==> src/rtl/rapid_pkg.sv <==
// Types shared by the NOVA pipeline stages: memory access sizes, MEM FSM states,
// pipeline register layouts and the misalignment rule.
package rapid_pkg;

  localparam int XLEN = 32;

  typedef enum logic [2:0] {
    MEM_B  = 3'b000,
    MEM_H  = 3'b001,
    MEM_W  = 3'b010,
    MEM_BU = 3'b100,
    MEM_HU = 3'b101
  } mem_size_e;

  typedef enum logic {
    IDLE = 1'b0,
    WAIT = 1'b1
  } mem_state_e;

  typedef struct packed {
    logic            valid;
    logic [4:0]      rd;
    logic            reg_write;
    logic            mem_read;
    logic            mem_write;
    logic [2:0]      funct3;
    logic [XLEN-1:0] alu_result;
    logic [XLEN-1:0] store_data;
  } mem_reg_t;

  typedef struct packed {
    logic            valid;
    logic            reg_write;
    logic [4:0]      rd;
    logic [XLEN-1:0] data;
  } wb_reg_t;

  function automatic logic is_misaligned(input logic [2:0] funct3, input logic [1:0] addr_lo);
    case (mem_size_e'(funct3))
      MEM_H, MEM_HU: return addr_lo[0];
      MEM_W:         return addr_lo != 2'b00;
      default:       return 1'b0;
    endcase
  endfunction

endpackage

==> src/rtl/load_store_align.sv <==
// Byte-lane steering between the core and a 32-bit word-wide data bus.
// Latency: purely combinational.
// Backpressure: none; the caller decides when the outputs are used.
module load_store_align
  import rapid_pkg::*;
(
  input  logic [2:0]      funct3,
  input  logic [1:0]      addr_lo,
  input  logic [XLEN-1:0] store_data,
  input  logic [XLEN-1:0] rdata,
  output logic [3:0]      be,
  output logic [XLEN-1:0] wdata,
  output logic [XLEN-1:0] load_data
);

  logic [7:0]  byte_sel;
  logic [15:0] half_sel;

  always_comb begin
    case (funct3[1:0])
      2'b00: begin
        be    = 4'b0001 << addr_lo;
        wdata = {4{store_data[7:0]}};
      end
      2'b01: begin
        be    = 4'b0011 << {addr_lo[1], 1'b0};
        wdata = {2{store_data[15:0]}};
      end
      default: begin
        be    = 4'b1111;
        wdata = store_data;
      end
    endcase
  end

  always_comb begin
    case (addr_lo)
      2'd1:    byte_sel = rdata[15:8];
      2'd2:    byte_sel = rdata[23:16];
      2'd3:    byte_sel = rdata[31:24];
      default: byte_sel = rdata[7:0];
    endcase
    half_sel = addr_lo[1] ? rdata[31:16] : rdata[15:0];

    case (mem_size_e'(funct3))
      MEM_B:   load_data = {{24{byte_sel[7]}}, byte_sel};
      MEM_H:   load_data = {{16{half_sel[15]}}, half_sel};
      MEM_BU:  load_data = {24'h0, byte_sel};
      MEM_HU:  load_data = {16'h0, half_sel};
      default: load_data = rdata;
    endcase
  end

endmodule

==> src/rtl/mem_stage.sv <==
// NOVA MEM stage: latches EX, runs loads/stores over req/ack, feeds forwarding and WB (MEM_MISALIGN_TRAP_EN adds misalign trap).
// Latency: forwarding at N+1, WB at N+2 plus one cycle per cycle of delayed ack.
// Backpressure: o_stall holds EX while a bus access waits for ack.
module mem_stage
  import rapid_pkg::*;
(
  input  logic            i_clk,
  input  logic            i_rst,
  input  logic            i_ex_valid,
  input  logic [4:0]      i_ex_rd,
  input  logic            i_ex_reg_write,
  input  logic            i_ex_mem_read,
  input  logic            i_ex_mem_write,
  input  logic [2:0]      i_ex_funct3,
  input  logic [XLEN-1:0] i_ex_alu_result,
  input  logic [XLEN-1:0] i_ex_store_data,
  output logic            o_stall,
  output logic [4:0]      o_mem_rd,
  output logic [XLEN-1:0] o_mem_rd_data,
  output logic            o_mem_fwd_valid,
  output logic            o_dmem_req,
  output logic            o_dmem_we,
  output logic [XLEN-1:0] o_dmem_addr,
  output logic [XLEN-1:0] o_dmem_wdata,
  output logic [3:0]      o_dmem_be,
  input  logic            i_dmem_ack,
  input  logic [XLEN-1:0] i_dmem_rdata,
  output logic            o_wb_valid,
  output logic            o_wb_reg_write,
  output logic [4:0]      o_wb_rd,
  output logic [XLEN-1:0] o_wb_data
`ifdef MEM_MISALIGN_TRAP_EN
  ,
  output logic            o_misaligned,
  output logic [XLEN-1:0] o_fault_addr
`endif
);

  mem_reg_t   mem_q, mem_d;
  wb_reg_t    wb_q, wb_d;
  mem_state_e state_q, state_d;

  logic            stall;
  logic            ex_mem_op;
  logic            ex_misaligned;
  logic            mem_misaligned;
  logic [3:0]      lsa_be;
  logic [XLEN-1:0] lsa_wdata;
  logic [XLEN-1:0] lsa_load_data;

  load_store_align u_align (
    .funct3     (mem_q.funct3),
    .addr_lo    (mem_q.alu_result[1:0]),
    .store_data (mem_q.store_data),
    .rdata      (i_dmem_rdata),
    .be         (lsa_be),
    .wdata      (lsa_wdata),
    .load_data  (lsa_load_data)
  );

`ifdef MEM_MISALIGN_TRAP_EN
  logic            misaligned_q, misaligned_d;
  logic [XLEN-1:0] fault_addr_q, fault_addr_d;

  assign ex_misaligned  = is_misaligned(i_ex_funct3, i_ex_alu_result[1:0]);
  assign mem_misaligned = mem_q.valid & (mem_q.mem_read | mem_q.mem_write) &
                          is_misaligned(mem_q.funct3, mem_q.alu_result[1:0]);
  assign o_misaligned   = misaligned_q;
  assign o_fault_addr   = fault_addr_q;
`else
  assign ex_misaligned  = 1'b0;
  assign mem_misaligned = 1'b0;
`endif

  assign stall     = (state_q == WAIT) & ~i_dmem_ack;
  assign ex_mem_op = i_ex_valid & (i_ex_mem_read | i_ex_mem_write) & ~ex_misaligned;

  always_comb begin
    mem_d   = mem_q;
    wb_d    = wb_q;
    state_d = state_q;
`ifdef MEM_MISALIGN_TRAP_EN
    misaligned_d = misaligned_q;
    fault_addr_d = fault_addr_q;
`endif
    if (!stall) begin
      // A bubble clears every field so nothing downstream can act on it.
      mem_d = '0;
      if (i_ex_valid) begin
        mem_d.valid      = 1'b1;
        mem_d.rd         = i_ex_rd;
        mem_d.reg_write  = i_ex_reg_write;
        mem_d.mem_read   = i_ex_mem_read;
        mem_d.mem_write  = i_ex_mem_write;
        mem_d.funct3     = i_ex_funct3;
        mem_d.alu_result = i_ex_alu_result;
        mem_d.store_data = i_ex_store_data;
      end
      wb_d.valid     = mem_q.valid;
      wb_d.rd        = mem_q.rd;
      wb_d.reg_write = mem_q.reg_write & ~mem_q.mem_write & ~mem_misaligned;
      wb_d.data      = (mem_q.mem_read & ~mem_misaligned) ? lsa_load_data : mem_q.alu_result;
`ifdef MEM_MISALIGN_TRAP_EN
      misaligned_d = mem_misaligned;
      fault_addr_d = mem_misaligned ? mem_q.alu_result : '0;
`endif
      state_d = ex_mem_op ? WAIT : IDLE;
    end
  end

  always_ff @(posedge i_clk) begin
    if (i_rst) begin
      state_q <= IDLE;
      mem_q   <= '0;
      wb_q    <= '0;
`ifdef MEM_MISALIGN_TRAP_EN
      misaligned_q <= 1'b0;
      fault_addr_q <= '0;
`endif
    end else begin
      state_q <= state_d;
      mem_q   <= mem_d;
      wb_q    <= wb_d;
`ifdef MEM_MISALIGN_TRAP_EN
      misaligned_q <= misaligned_d;
      fault_addr_q <= fault_addr_d;
`endif
    end
  end

  assign o_stall         = stall;
  assign o_mem_rd        = mem_q.rd;
  assign o_mem_rd_data   = mem_q.alu_result;
  assign o_mem_fwd_valid = mem_q.valid & mem_q.reg_write & (mem_q.rd != 5'd0) & ~mem_q.mem_read;

  // Bus fields are qualified by req so an idle bus reads as all zeros.
  assign o_dmem_req   = (state_q == WAIT);
  assign o_dmem_we    = o_dmem_req & mem_q.mem_write;
  assign o_dmem_addr  = o_dmem_req ? {mem_q.alu_result[XLEN-1:2], 2'b00} : '0;
  assign o_dmem_wdata = (o_dmem_req & mem_q.mem_write) ? lsa_wdata : '0;
  assign o_dmem_be    = o_dmem_req ? (mem_q.mem_write ? lsa_be : 4'b1111) : 4'b0000;

  assign o_wb_valid     = wb_q.valid;
  assign o_wb_reg_write = wb_q.reg_write;
  assign o_wb_rd        = wb_q.rd;
  assign o_wb_data      = wb_q.data;

endmodule
==> config.mk <==
export PLATFORM = sky130hd
export DESIGN_NAME = mem_stage
export DESIGN_NICKNAME = d
export VERILOG_FILES = /design/src/rtl/rapid_pkg.sv /design/src/rtl/load_store_align.sv /design/src/rtl/mem_stage.sv
export SDC_FILE = /design/constraint.sdc
export NUM_CORES = 1
export LEC_CHECK = 0
export ABC_AREA = 1
export ABC_CLOCK_PERIOD_IN_PS = 3590
export BUFFER_PORTS_ARGS = -buffer_cell sky130_fd_sc_hd__buf_2
export CAP_MARGIN = 25
export CORE_MARGIN = 5
export CORE_UTILIZATION = 30
export CTS_CLUSTER_SIZE = 30
export DETAILED_ROUTE_END_ITERATION = 16
export REMOVE_ABC_BUFFERS = 1
export SYNTH_ARGS = -nofsm -noshare
export SYNTH_HDL_FRONTEND = slang
export SYNTH_HIERARCHICAL = 1
export SYNTH_SLANG_ARGS = --single-unit
==> constraint.sdc <==
create_clock -name i_clk -period 3.59 [get_ports i_clk]
set_clock_uncertainty 0.15 [all_clocks]
set_input_delay 0.1795 -clock i_clk [delete_from_list [all_inputs] [get_ports i_clk]]
set_output_delay 0.1795 -clock i_clk [all_outputs]
set_load 0.02 [all_outputs]
## After elaboration in Yosys (flattened, before gate mapping)

Cells that the tools add are included.

| cells by class | value |
|---|---|
| reductions and logical operators | 3 |
| equality and inequality tests | 7 |
| bitwise operators | 11 |
| muxes and demuxes | 12 |
| shift operators | 2 |

Operators with widths:

| cell | count |
|---|---|
| case mux 32 bit (4 select lines) | 1 |
| 2-to-1 mux 32 bit | 3 |
| 2-to-1 mux 76 bit | 1 |
| case mux 32 bit (2 select lines) | 1 |
| case mux 8 bit (3 select lines) | 1 |
| 2-to-1 mux 16 bit | 1 |
| 2-to-1 mux 4 bit | 2 |
| case mux 4 bit (2 select lines) | 1 |
| AND 1 bit | 7 |
| == test 3 bit, second input constant | 2 |
| nonzero test 5 bit | 1 |
| == test 2 x 1 -> 1 bit, second input constant | 2 |
| == test 2 bit, second input constant | 2 |
| << shifter 1 x 2 -> 4 bit, first input constant | 1 |
| << shifter 2 x 2 -> 4 bit, first input constant | 1 |
| == test 3 x 1 -> 1 bit, second input constant | 1 |
| logical NOT 3 bit | 1 |
| NOT 1 bit | 3 |
| logical NOT 2 bit | 1 |
| 2-to-1 mux 1 bit | 1 |
| bitwise OR 1 bit | 1 |

| word-level totals | value |
|---|---|
| register bits | 116 |
| output and inout port bits | 148 |
| input port bits | 111 |
| word-level logic and storage cells | 48 |

## Longest topological paths before layout

Gate-level depths: netlist of run 1.

| depth | value |
|---|---|
| depth in word-level cells | 4 |
| gate-level depth with buffers | 11 |
| depth with buffers taken out | 11 |

## By module

The synthesis of run 1 kept the hierarchy.

By module, submodules not included:

| module | area an instance (um^2) | seq. area each (um^2) | times used | cells an instance |
|---|---|---|---|---|
| mem_stage | 6306.0 | 2322.2 | 1 | 1048 |
| load_store_align | 1118.6 | 0.0 | 1 | 230 |

## Worst setup path after synthesis of run 1

OpenSTA, ideal clock, no wires.

| timing | value |
|---|---|
| path kind | reg-to-output |
| from | register mem_q[64] (netlist bit) |
| to | output o_dmem_wdata[26] |
| arrival | 1.296 ns |
| data required time | 3.260 ns |
| buffers on the path | 1 |
| path slack | 1.965 ns |
| stages on the path, launching flop included | 8 |
| path through | dfxtp_1 > inv_2 > nor2_4 > inv_2 > buf_2 > o211ai_1 > inv_1 > nor2_1 |

| between the ends | value |
|---|---|
| cells in the longest elaborated chain, start to end | 3 |
| elaborated cells on any way between the ends | 4 |
| classes of those cells | 1 x eq/ne; 2 x mux; 1 x reduce/logical |

RTL lines:

| what | RTL line | source |
|---|---|---|
| start, declared | mem_stage.sv:39 | `mem_reg_t mem_q, mem_d;` |
| start signal, assigned | mem_stage.sv:122 | `mem_q <= mem_d;` |
| == test 2 x 1 -> 1 bit / logical NOT 2 bit (equally long branches) | load_store_align.sv:20 | `case (funct3[1:0])` |
| case mux 32 bit (2 select lines) * | load_store_align.sv:20 |  |
| via lsa_wdata[26] | mem_stage.sv:48 | `logic [XLEN-1:0] lsa_wdata;` |
| 2-to-1 mux 32 bit * | mem_stage.sv:140 | `assign o_dmem_wdata = (o_dmem_req & mem_q.mem_write) ? lsa_wdata : '0;` |
| end, declared | mem_stage.sv:24 | `output logic [XLEN-1:0] o_dmem_wdata,` |

Mark *: on every way through the listed nets, which the timed path passes. The rest lies on a longest branch.

## Worst setup path in the final report of run 1

| timing | value |
|---|---|
| from | register mem_q[65] (netlist bit) |
| to | output o_dmem_be[0] |

| between the ends | value |
|---|---|
| cells in the longest elaborated chain, start to end | 4 |
| elaborated cells on any way between the ends | 5 |
| classes of those cells | 1 x eq/ne; 3 x mux; 1 x reduce/logical |

RTL lines:

| what | RTL line | source |
|---|---|---|
| == test 2 x 1 -> 1 bit / logical NOT 2 bit (equally long branches) | load_store_align.sv:20 |  |
| case mux 4 bit (2 select lines) * | load_store_align.sv:20 |  |
| via lsa_be[0] | mem_stage.sv:47 | `logic [3:0] lsa_be;` |
| 2-to-1 mux 4 bit * (2 in series) | mem_stage.sv:141 | `assign o_dmem_be = o_dmem_req ? (mem_q.mem_write ? lsa_be : 4'b1111) : 4'b0000;` |
| end, declared | mem_stage.sv:25 | `output logic [3:0] o_dmem_be,` |

Marked as above.

==> impl_metrics.toml, run 1 <==
[status]
outcome = "completed"

[clocking]
clockRootBuffer = "clkbuf_16"
clkTransAtPathRegs_ns = 0.06
cts.path.max_buffers = 2
numCtsBuffers = 17
cts.sinks = 116
htreeDepth = 4
post_cts_buffers = 0
clk_latency_ns = 0.41
cts_tree = "built"

[cells_and_area]
areaGrowthSynthToFinish_pct = 31.80
fin_util = 0.4024
nets = 1622
finalInstanceArea_sq_mm = 0.009786
drive_gt1_frac = 0.2121
stdcell_count = 1849

[sta]
tightest_slew_ns = 0.9309
finalHoldViolCount = 0
fmax_ghz = 0.3729
whs_ns = 0.05659
max_slew_margin = 0.3794
post-route-period-util = 0.7470
rsz0062_at_grt = "no"
fin_crit_ns = 2.682
finalMaxSlewViolations = 0
finalSetupViolations = 0

[logic_synthesis]
synth_top_area_frac = 0.3128
synthCells = 1278
synth_common_cells = "nand2_1, inv_1, nor2_1"
synth.avg_cell_area_sq_um = 5.810
ys_types = 23
syn_area_sq_mm = 0.007425
synthArstFlopShare = 0
yosysTopAreaCell = "dfxtp_1"
synth-seq-cells = 116
synth_edf_count = 0
yosys_warnings = 6
synth_area_leaders = "dfxtp_1, nand2_1, inv_1"
synth.most_common_cell = "nand2_1"
seq_area_frac_synth = 0.3128
ys_dominant_reg_cell = "dfxtp_1"

[grt]
grt-ovfl-total = 0
antenna_found_initial = 2
grt_start_max_net_pins = 81
grt_pass1_vias = 7799
grtUsageTotal = 0.1865
grt_pass1_wl_mm = 42.58

[power_and_ir_drop]
swShare = 0.2910
total_power_mw = 3.869
p_int_mw = 2.743
p_seq_frac = 0.366
clock_power_share = 0.449
peakVddDrop_mv = 0.2465
power.density_mw_per_mm2 = 395.4
comb_power_share = 0.186
total_leakage_power_nw = 5.492
p_sw_mw = 1.126

[die]
num_rows = 57
die_area_sq_mm = 0.02799
die_w_um = 167.3
initial_core_util = 0.3053
die_h_um = 167.3
io_pins = 259
core_sq_mm = 0.02432

[worst_setup_path]
startpoint_type = "flip-flop"
startpoint = "mem_q[65]"
critPathRequiredTime_ns = 3.26
path_max_fanout = 25
path_class = "flip-flop to output pin"
cp-end-kind = "output pin"
worstPathArrival_ns = 2.35
reg2reg_from = "mem_q[65]"

[detailed_routing]
drtIter0Drc = 687
ant_nets = 0
drtPass1Iterations = 6
drc = 0
postRouteWirelength_mm = 26.76
vias_per_cell = 4.415
wl_per_cell_um = 14.47
via_count = 8163

[hold_path]
min_path_type = "primary input to flip-flop"
hp-start = "i_dmem_rdata[8]"

[placement]
dp_hpwl_mm = 18.09
dpl.cell_count = 1740
place.port_buffers = 256
placed_cell_area_sq_mm = 0.008428
gp_congestion = 0.8137

[run]
maxCapViolCount = 0
## through the flow
stage,setup TNS (ns),setup slack [ns]
floorplan,-152.32,-1.498
global placement,0,1.198
detailed placement,0,1.170
CTS,0,0.8967
global route,0,0.7297
finish,0,0.9082
## flip-flops by register name, indices dropped and copies added (netlist names)
signal	count
o_wb_valid	1
o_mem_rd	5
mem_q	39
o_mem_rd_data	32
o_wb_data	32
o_wb_rd	5
o_dmem_req	1
o_wb_reg_write	1
## cell usage in the layout (no fill, tap or decap), types with 3 or more instances in the layout
cell             n
bufinv_16        3
nand3_2         11
nand3_1        129
nand2_1        444
inv_1          187
inv_2            4
nor2_1         132
buf_4           13
clkbuf_16       17
dlygate4sd3_1   76
a21oi_1         94
nor2_4           3
clkinv_2         5
o21ai_0         11
o211ai_1         5
buf_2          255
dfxtp_1        114
## cell type report
class,count,area (sq um)
multi-input combinational,839,3595
tap,324,405.4
antenna,2,5.005
fill,2664,14530
clock inverter,10,131.4
clock buffer,21,460.4
timing repair buffer,344,2135
sequential,116,2327
inverter,193,726.9
## layer usage
layer | vias up | routed length, um | track usage
met5 | - | 0 | 0
met4 | 0 | 410 | 0.03846
met3 | 23 | 1776 | 0.04715
met2 | 256 | 12220 | 0.3047
met1 | 3619 | 12350 | 0.2507
li1 | 4265 | - | -
## repair_timing
action	CTS	global route
gates resized for setup	0	0
endpoints found under the hold margin	76	0
hold buffers	76	0
## cell families (layout without fill, tap and decap cells)
logic type	Yosys count	in the layout	share of synthesized area
other	1	4	0.0005051
AND/OR/NAND/NOR	726	726	0.4056
buffers and inverters	324	568	0.2042
flip-flops	116	116	0.3128
AO/OA/AOI/OAI	111	111	0.07685
## final timing paths
check	slack [ns]	depth (start not counted)	endpoint
worst min register to register	0.33	2	mem_q[10]
worst max register to register	1.17	10	o_wb_data[19]
worst max-delay path	0.91	5	o_dmem_be[0]
worst min-delay path	0.06	7	o_wb_data[8]
## power by group through the flow
stage               logic [mW]  registers [mW]  clock network (mW)
detailed placement       0.659            1.44                   0
floorplan                0.309            1.51                   0
CTS                      0.725            1.42                1.77
global route             0.807            1.42                1.84
global placement         0.657            1.44                   0
finish                   0.718            1.42                1.74
## worst max-delay path: stages, from the launching register on
cell and delay, ns:
dfxtp_2 0.64, inv_1 0.51, nand2_1 0.28, nor2_1 0.07, nor2_1 0.20, buf_2 0.22
No activity file was read; power rests on OpenSTA's default activity.
==> run 2: changes to the inputs <==
--- a/config.mk
+++ b/config.mk
@@ -6,7 +6,7 @@
 export NUM_CORES = 1
 export LEC_CHECK = 0
 export ABC_AREA = 1
-export ABC_CLOCK_PERIOD_IN_PS = 3590
+export ABC_CLOCK_PERIOD_IN_PS = 2300
 export BUFFER_PORTS_ARGS = -buffer_cell sky130_fd_sc_hd__buf_2
 export CAP_MARGIN = 25
 export CORE_MARGIN = 5
==> constraint.sdc (replaced) <==
create_clock -name i_clk -period 2.3 [get_ports i_clk]
set_clock_uncertainty 0.15 [all_clocks]
set_input_delay 0.115 -clock i_clk [delete_from_list [all_inputs] [get_ports i_clk]]
set_output_delay 0.115 -clock i_clk [all_outputs]
set_load 0.02 [all_outputs]
==> run 2 against run 1 <==
Against the previous run:
- hold slack worse by 0.041 ns
- clock power up 68%
- register-to-register slack worse by 0.84 ns
- via count up 3.1%
- final area up 4.8%
- non-clock buffer count up 39
- die area unchanged
- first-iteration DRC count down 24%
- critical path depth up 2
- wire length up 1.4%
- cell count up 2.1%
- highest routed layer unchanged
- critical endpoint is now o_dmem_wdata[27]
- combinational power up 66%
==> impl_metrics.toml, run 2 (same netlist as run 1, synthesis figures left out) <==
[status]
outcome = "completed"

[power_and_ir_drop]
clock_power_share = 0.463
comb_power_share = 0.188
p_seq_frac = 0.348
p_int_mw = 4.481
p_sw_mw = 1.843
total_power_mw = 6.324
peakVddDrop_mv = 0.3709
total_leakage_power_nw = 5.731
power.density_mw_per_mm2 = 616.7
swShare = 0.2914

[sta]
fmax_ghz = 0.4668
fin_ws_ns = 0.1579
finalHoldViolCount = 0
rsz0062_at_grt = "no"
finalMaxSlewViolations = 0
fin_crit_ns = 2.142
finalSetupViolations = 0
tightest_slew_ns = 0.7625
whs_ns = 0.01567
max_slew_margin = 0.4917
post-route-period-util = 0.9313

[die]
io_pins = 259
die_h_um = 167.3
num_rows = 57
initial_core_util = 0.3053
core_sq_mm = 0.02432
die_w_um = 167.3
die_area_sq_mm = 0.02799

[clocking]
cts.sinks = 116
htreeDepth = 4
clkTransAtPathRegs_ns = 0.06
cts_tree = "built"
clk_latency_ns = 0.42
clockRootBuffer = "clkbuf_16"
cts.path.max_buffers = 2
numCtsBuffers = 17

[grt]
grt_pass1_wl_mm = 43.75
antenna_found_initial = 0
grt_pass1_vias = 8105
grtUsageTotal = 0.1904
grt_start_max_net_pins = 109
grt-ovfl-total = 0

[placement]
place.port_buffers = 256
dp_slack_ns = 0.2852
dp_hpwl_mm = 18.45
gp_congestion = 0.8249
placed_cell_area_sq_mm = 0.008553

[worst_setup_path]
path_class = "flip-flop to output pin"
worstPathArrival_ns = 1.88
path_buf_inv = 3
reg2reg_from = "o_dmem_req"
path_max_fanout = 11
cp_top_family = "buffers and inverters"
cp_slowest_stage_delay_ns = 0.36
cp-end-kind = "output pin"
critPathRequiredTime_ns = 2.04
crit_path_top_delay_cell = "dfxtp_2"
worstPathCellList = "nor2_2 -> buf_4 -> nand2_1 -> o211ai_1 -> inv_1 -> nor2_1 -> buf_2"
startpoint = "mem_q[65]"
startpoint_type = "flip-flop"

[cells_and_area]
seq_area_sq_mm = 0.002327
multi_input_area_sq_mm = 0.003595
largest_reg_flops = 39
n_fill_cell = 2591
top_register = "mem_q"
finalInstanceArea_sq_mm = 0.01025
drive_gt1_frac = 0.2169
nets = 1661
final_common_cell = "nand2_1"
areaGrowthSynthToFinish_pct = 38.10
most-common-layout-cells = "nand2_1, buf_2, inv_1"

[detailed_routing]
postRouteWirelength_mm = 27.13
wl_per_cell_um = 14.37
drtPass1Iterations = 5
vias_per_cell = 4.459
drc = 0
via_count = 8419
drtIter0Drc = 525
ant_nets = 0

[hold_path]
min_path_type = "primary input to flip-flop"
hp-start = "i_dmem_rdata[31]"

[run]
maxCapViolCount = 0
-- run 2: layout make-up --
type,count,area share
Multi-Input combinational cell,839,0.3506
Clock buffer,20,0.04552
Timing Repair Buffer,383,0.2486
Antenna cell,1,0.0002441
Inverter,193,0.07126
Tap cell,324,0.03954
Sequential cell,116,0.2270
Clock inverter,12,0.01733
-- run 2: repair_timing --
item	in CTS	in global routing
resized for setup	0	2
hold buffers	103	0
setup endpoints to repair	0	9
endpoints found under the hold margin	85	0
setup buffers	0	2
-- run 2: path summary, 6_finish.rpt --
check / end / slack [ns] / cells past startpoint
max: o_dmem_wdata[27] / 0.16 / 7
min: o_wb_data[31] / 0.02 / 7
max reg2reg: mem_q[11] / 0.33 / 5
min reg2reg: mem_q[28] / 0.34 / 2
-- run 2: metal layers --
metal | global-route usage | part of all wire | vias to the layer above
li1 | - | - | 4350
met1 | 0.2525 | 0.46 | 3762
met2 | 0.3154 | 0.47 | 280
met3 | 0.04008 | 0.062 | 27
met4 | 0.05116 | 0.016 | 0
met5 | 0 | 0 | -
-- run 2: worst min-delay path: cells and delay by family --
| family | cells | cell delay [ns] |
|---|---|---|
| and+or+nand+nor | 6 | 0.32 |
| buffers and inverters | 1 | 0.10 |
-- run 2: metrics by stage --
| stage | setup TNS [ns] | cells | utilization |
|---|---|---|---|
| global route | 0 | 1887 | 0.4215 |
| detailed placement | 0 | 1750 | 0.3517 |
| global placement | 0 | 1750 | 0.3517 |
| floorplan | -378.42 | 1148 | - |
| CTS | 0 | 1885 | 0.4206 |
| finish | 0 | 1888 | 0.4216 |
-- run 2: power by group through the flow --
stage	combinational (mW)	sequential, mW	clock [mW]
final	1.19	2.20	2.93
after global routing	1.33	2.22	3.10
after CTS	1.20	2.20	3.00
after detailed placement	1.06	2.25	0
after global placement	1.06	2.24	0
after floorplan	0.482	2.36	0
==> run 3: changes to the inputs <==
--- a/config.mk
+++ b/config.mk
@@ -9,6 +9,7 @@
 export ABC_CLOCK_PERIOD_IN_PS = 2300
 export BUFFER_PORTS_ARGS = -buffer_cell sky130_fd_sc_hd__buf_2
 export CAP_MARGIN = 25
+export CORE_ASPECT_RATIO = 0.75
 export CORE_MARGIN = 5
 export CORE_UTILIZATION = 30
 export CTS_CLUSTER_SIZE = 30
==> run 3 against run 2 <==
Against the previous run:
- die area rose by 0.12%
- combinational power barely moved
- sequential share of layout area rose by 0.33 points
- sequential power barely moved
- critical path type unchanged
- utilization down 0.28 points
==> impl_metrics.toml, run 3 (same netlist as run 1, synthesis figures left out) <==
[die]
core_sq_mm = 0.02416
die_w_um = 191.7
io_pins = 259
die_h_um = 146.2
num_rows = 49
die_area_sq_mm = 0.02803
initial_core_util = 0.3074

[cells_and_area]
stdcell_count = 1887
most-common-layout-cells = "nand2_1, buf_2, inv_1"
final_common_cell = "nand2_1"
areaGrowthSynthToFinish_pct = 36.25
finalInstanceArea_sq_mm = 0.01012
drive_gt1_frac = 0.2124
nets = 1655
n_fill_cell = 2638
fin_util = 0.4188
top_register = "mem_q"
largest_reg_flops = 39

[clocking]
clk_latency_ns = 0.41
numCtsBuffers = 17
clockRootBuffer = "clkbuf_16"
cts.path.max_buffers = 2
cts.sinks = 116
clkTransAtPathRegs_ns = 0.05
htreeDepth = 4
cts_tree = "built"

[placement]
place.port_buffers = 256
gp_congestion = 0.8538
dp_hpwl_mm = 18.96
placed_cell_area_sq_mm = 0.008532
dpl.cell_count = 1756

[worst_setup_path]
path_max_fanout = 17
crit_path_top_delay_cell = "dfxtp_4"
worstPathCellList = "nor2_4 -> buf_4 -> inv_1 -> nand2_1 -> nand2_1 -> inv_1 -> nor2_1 -> buf_2"
cp_slowest_stage_delay_ns = 0.50
critPathRequiredTime_ns = 2.04
path_class = "flip-flop to output pin"
r2r_setup_slack_ns = 0.26
startpoint_type = "flip-flop"
startpoint = "mem_q[65]"
cp-end-kind = "output pin"
reg2reg_from = "mem_q[64]"
worstPathArrival_ns = 1.92

[sta]
whs_ns = 0.007074
post-route-period-util = 0.9519
finalMaxSlewViolations = 0
tightest_slew_ns = 0.6233
fmax_ghz = 0.4567
fin_crit_ns = 2.189
rsz0062_at_grt = "yes"
finalSetupViolations = 0
max_slew_margin = 0.5845
finalHoldViolCount = 0

[detailed_routing]
drc = 0
drtPass1Iterations = 5
drtIter0Drc = 430
vias_per_cell = 4.488
ant_nets = 0
wl_per_cell_um = 14.54
via_count = 8468
postRouteWirelength_mm = 27.45

[grt]
antenna_found_initial = 4
grt-ovfl-total = 0
grt_pass1_wl_mm = 42.75
grt_pass1_vias = 7973
grt_start_max_net_pins = 52
grtUsageTotal = 0.1903

[run]
maxCapViolCount = 0

[status]
outcome = "completed"

[power_and_ir_drop]
total_leakage_power_nw = 5.683
peakVddDrop_mv = 0.4938
power.density_mw_per_mm2 = 593.8

[hold_path]
hp-start = "i_dmem_rdata[26]"
min_path_type = "primary input to flip-flop"
## run 3: cell count changes in the layout (fill, tap and decap cells not counted), moves of 2 or more
| cell | before | now |
|---|---|---|
| clkinv_4 | 2 | 0 |
| bufinv_16 | 4 | 2 |
| clkinvlp_4 | 5 | 1 |
| dlygate4sd3_1 | 103 | 100 |
| clkbuf_1 | 0 | 3 |
| buf_12 | 4 | 2 |
## run 3: worst paths after layout
path                endpoint  cells after the start
max          o_dmem_wdata[9]                      8
min            o_wb_data[26]                      7
max reg2reg    o_wb_data[30]                     10
min reg2reg        mem_q[18]                      2
## run 3: stage by stage
| step | setup slack, ns | power [mW] | setup TNS [ns] |
|---|---|---|---|
| 5_1_grt | -0.006845 | 6.311 | -0.006845 |
| 3_3_place_gp | 0.3386 | 3.292 | 0 |
| 6_report | 0.1106 | 6.007 | 0 |
| 4_1_cts | 0.06479 | 6.064 | 0 |
| 2_1_floorplan | -2.724 | 2.838 | -378.42 |
| 3_5_place_dp | 0.2799 | 3.301 | 0 |
## run 3: per-layer routing
layer | wire length [um] | up-vias | track usage
li1 | - | 4325 | -
met1 | 12560 | 3848 | 0.2555
met2 | 12750 | 264 | 0.3125
met3 | 1790 | 27 | 0.04296
met4 | 332 | 4 | 0.04343
met5 | 21 | - | 0
## run 3: area by class of cell
type	instances	area (sq um)	area share
multi-input cells	839	3600	0.3558
repair buffers	377	2470	0.2442
flip-flops and latches	116	2330	0.2303
inverters	193	730.7	0.07223
clock buffers	24	491.7	0.04861
well taps	331	414.1	0.04094
clock inverters	5	75.07	0.007421
diodes	2	5.005	0.0004947
## run 3: repair_timing
item / 4_1_cts / 5_1_grt
endpoints found under the hold margin: 79 / 0
gates resized for setup: 1 / 2
hold buffers: 100 / 0
setup endpoints to repair: 2 / 7
setup buffers: 0 / 0
## run 3: worst max-delay path: cells and delay by family (launching register included)
kind	cells	cell delay [ns]
buffers and inverters	4	0.62
flip-flops	1	0.50
AND/OR/NAND/NOR	4	0.39
## run 3: power breakdown
| group | total, mW | switching (mW) | internal (mW) |
|---|---|---|---|
| Combinational | 1.17 | 0.719 | 0.455 |
| Clock | 2.62 | 0.936 | 1.69 |
| Sequential | 2.21 | 0.0928 | 2.12 |
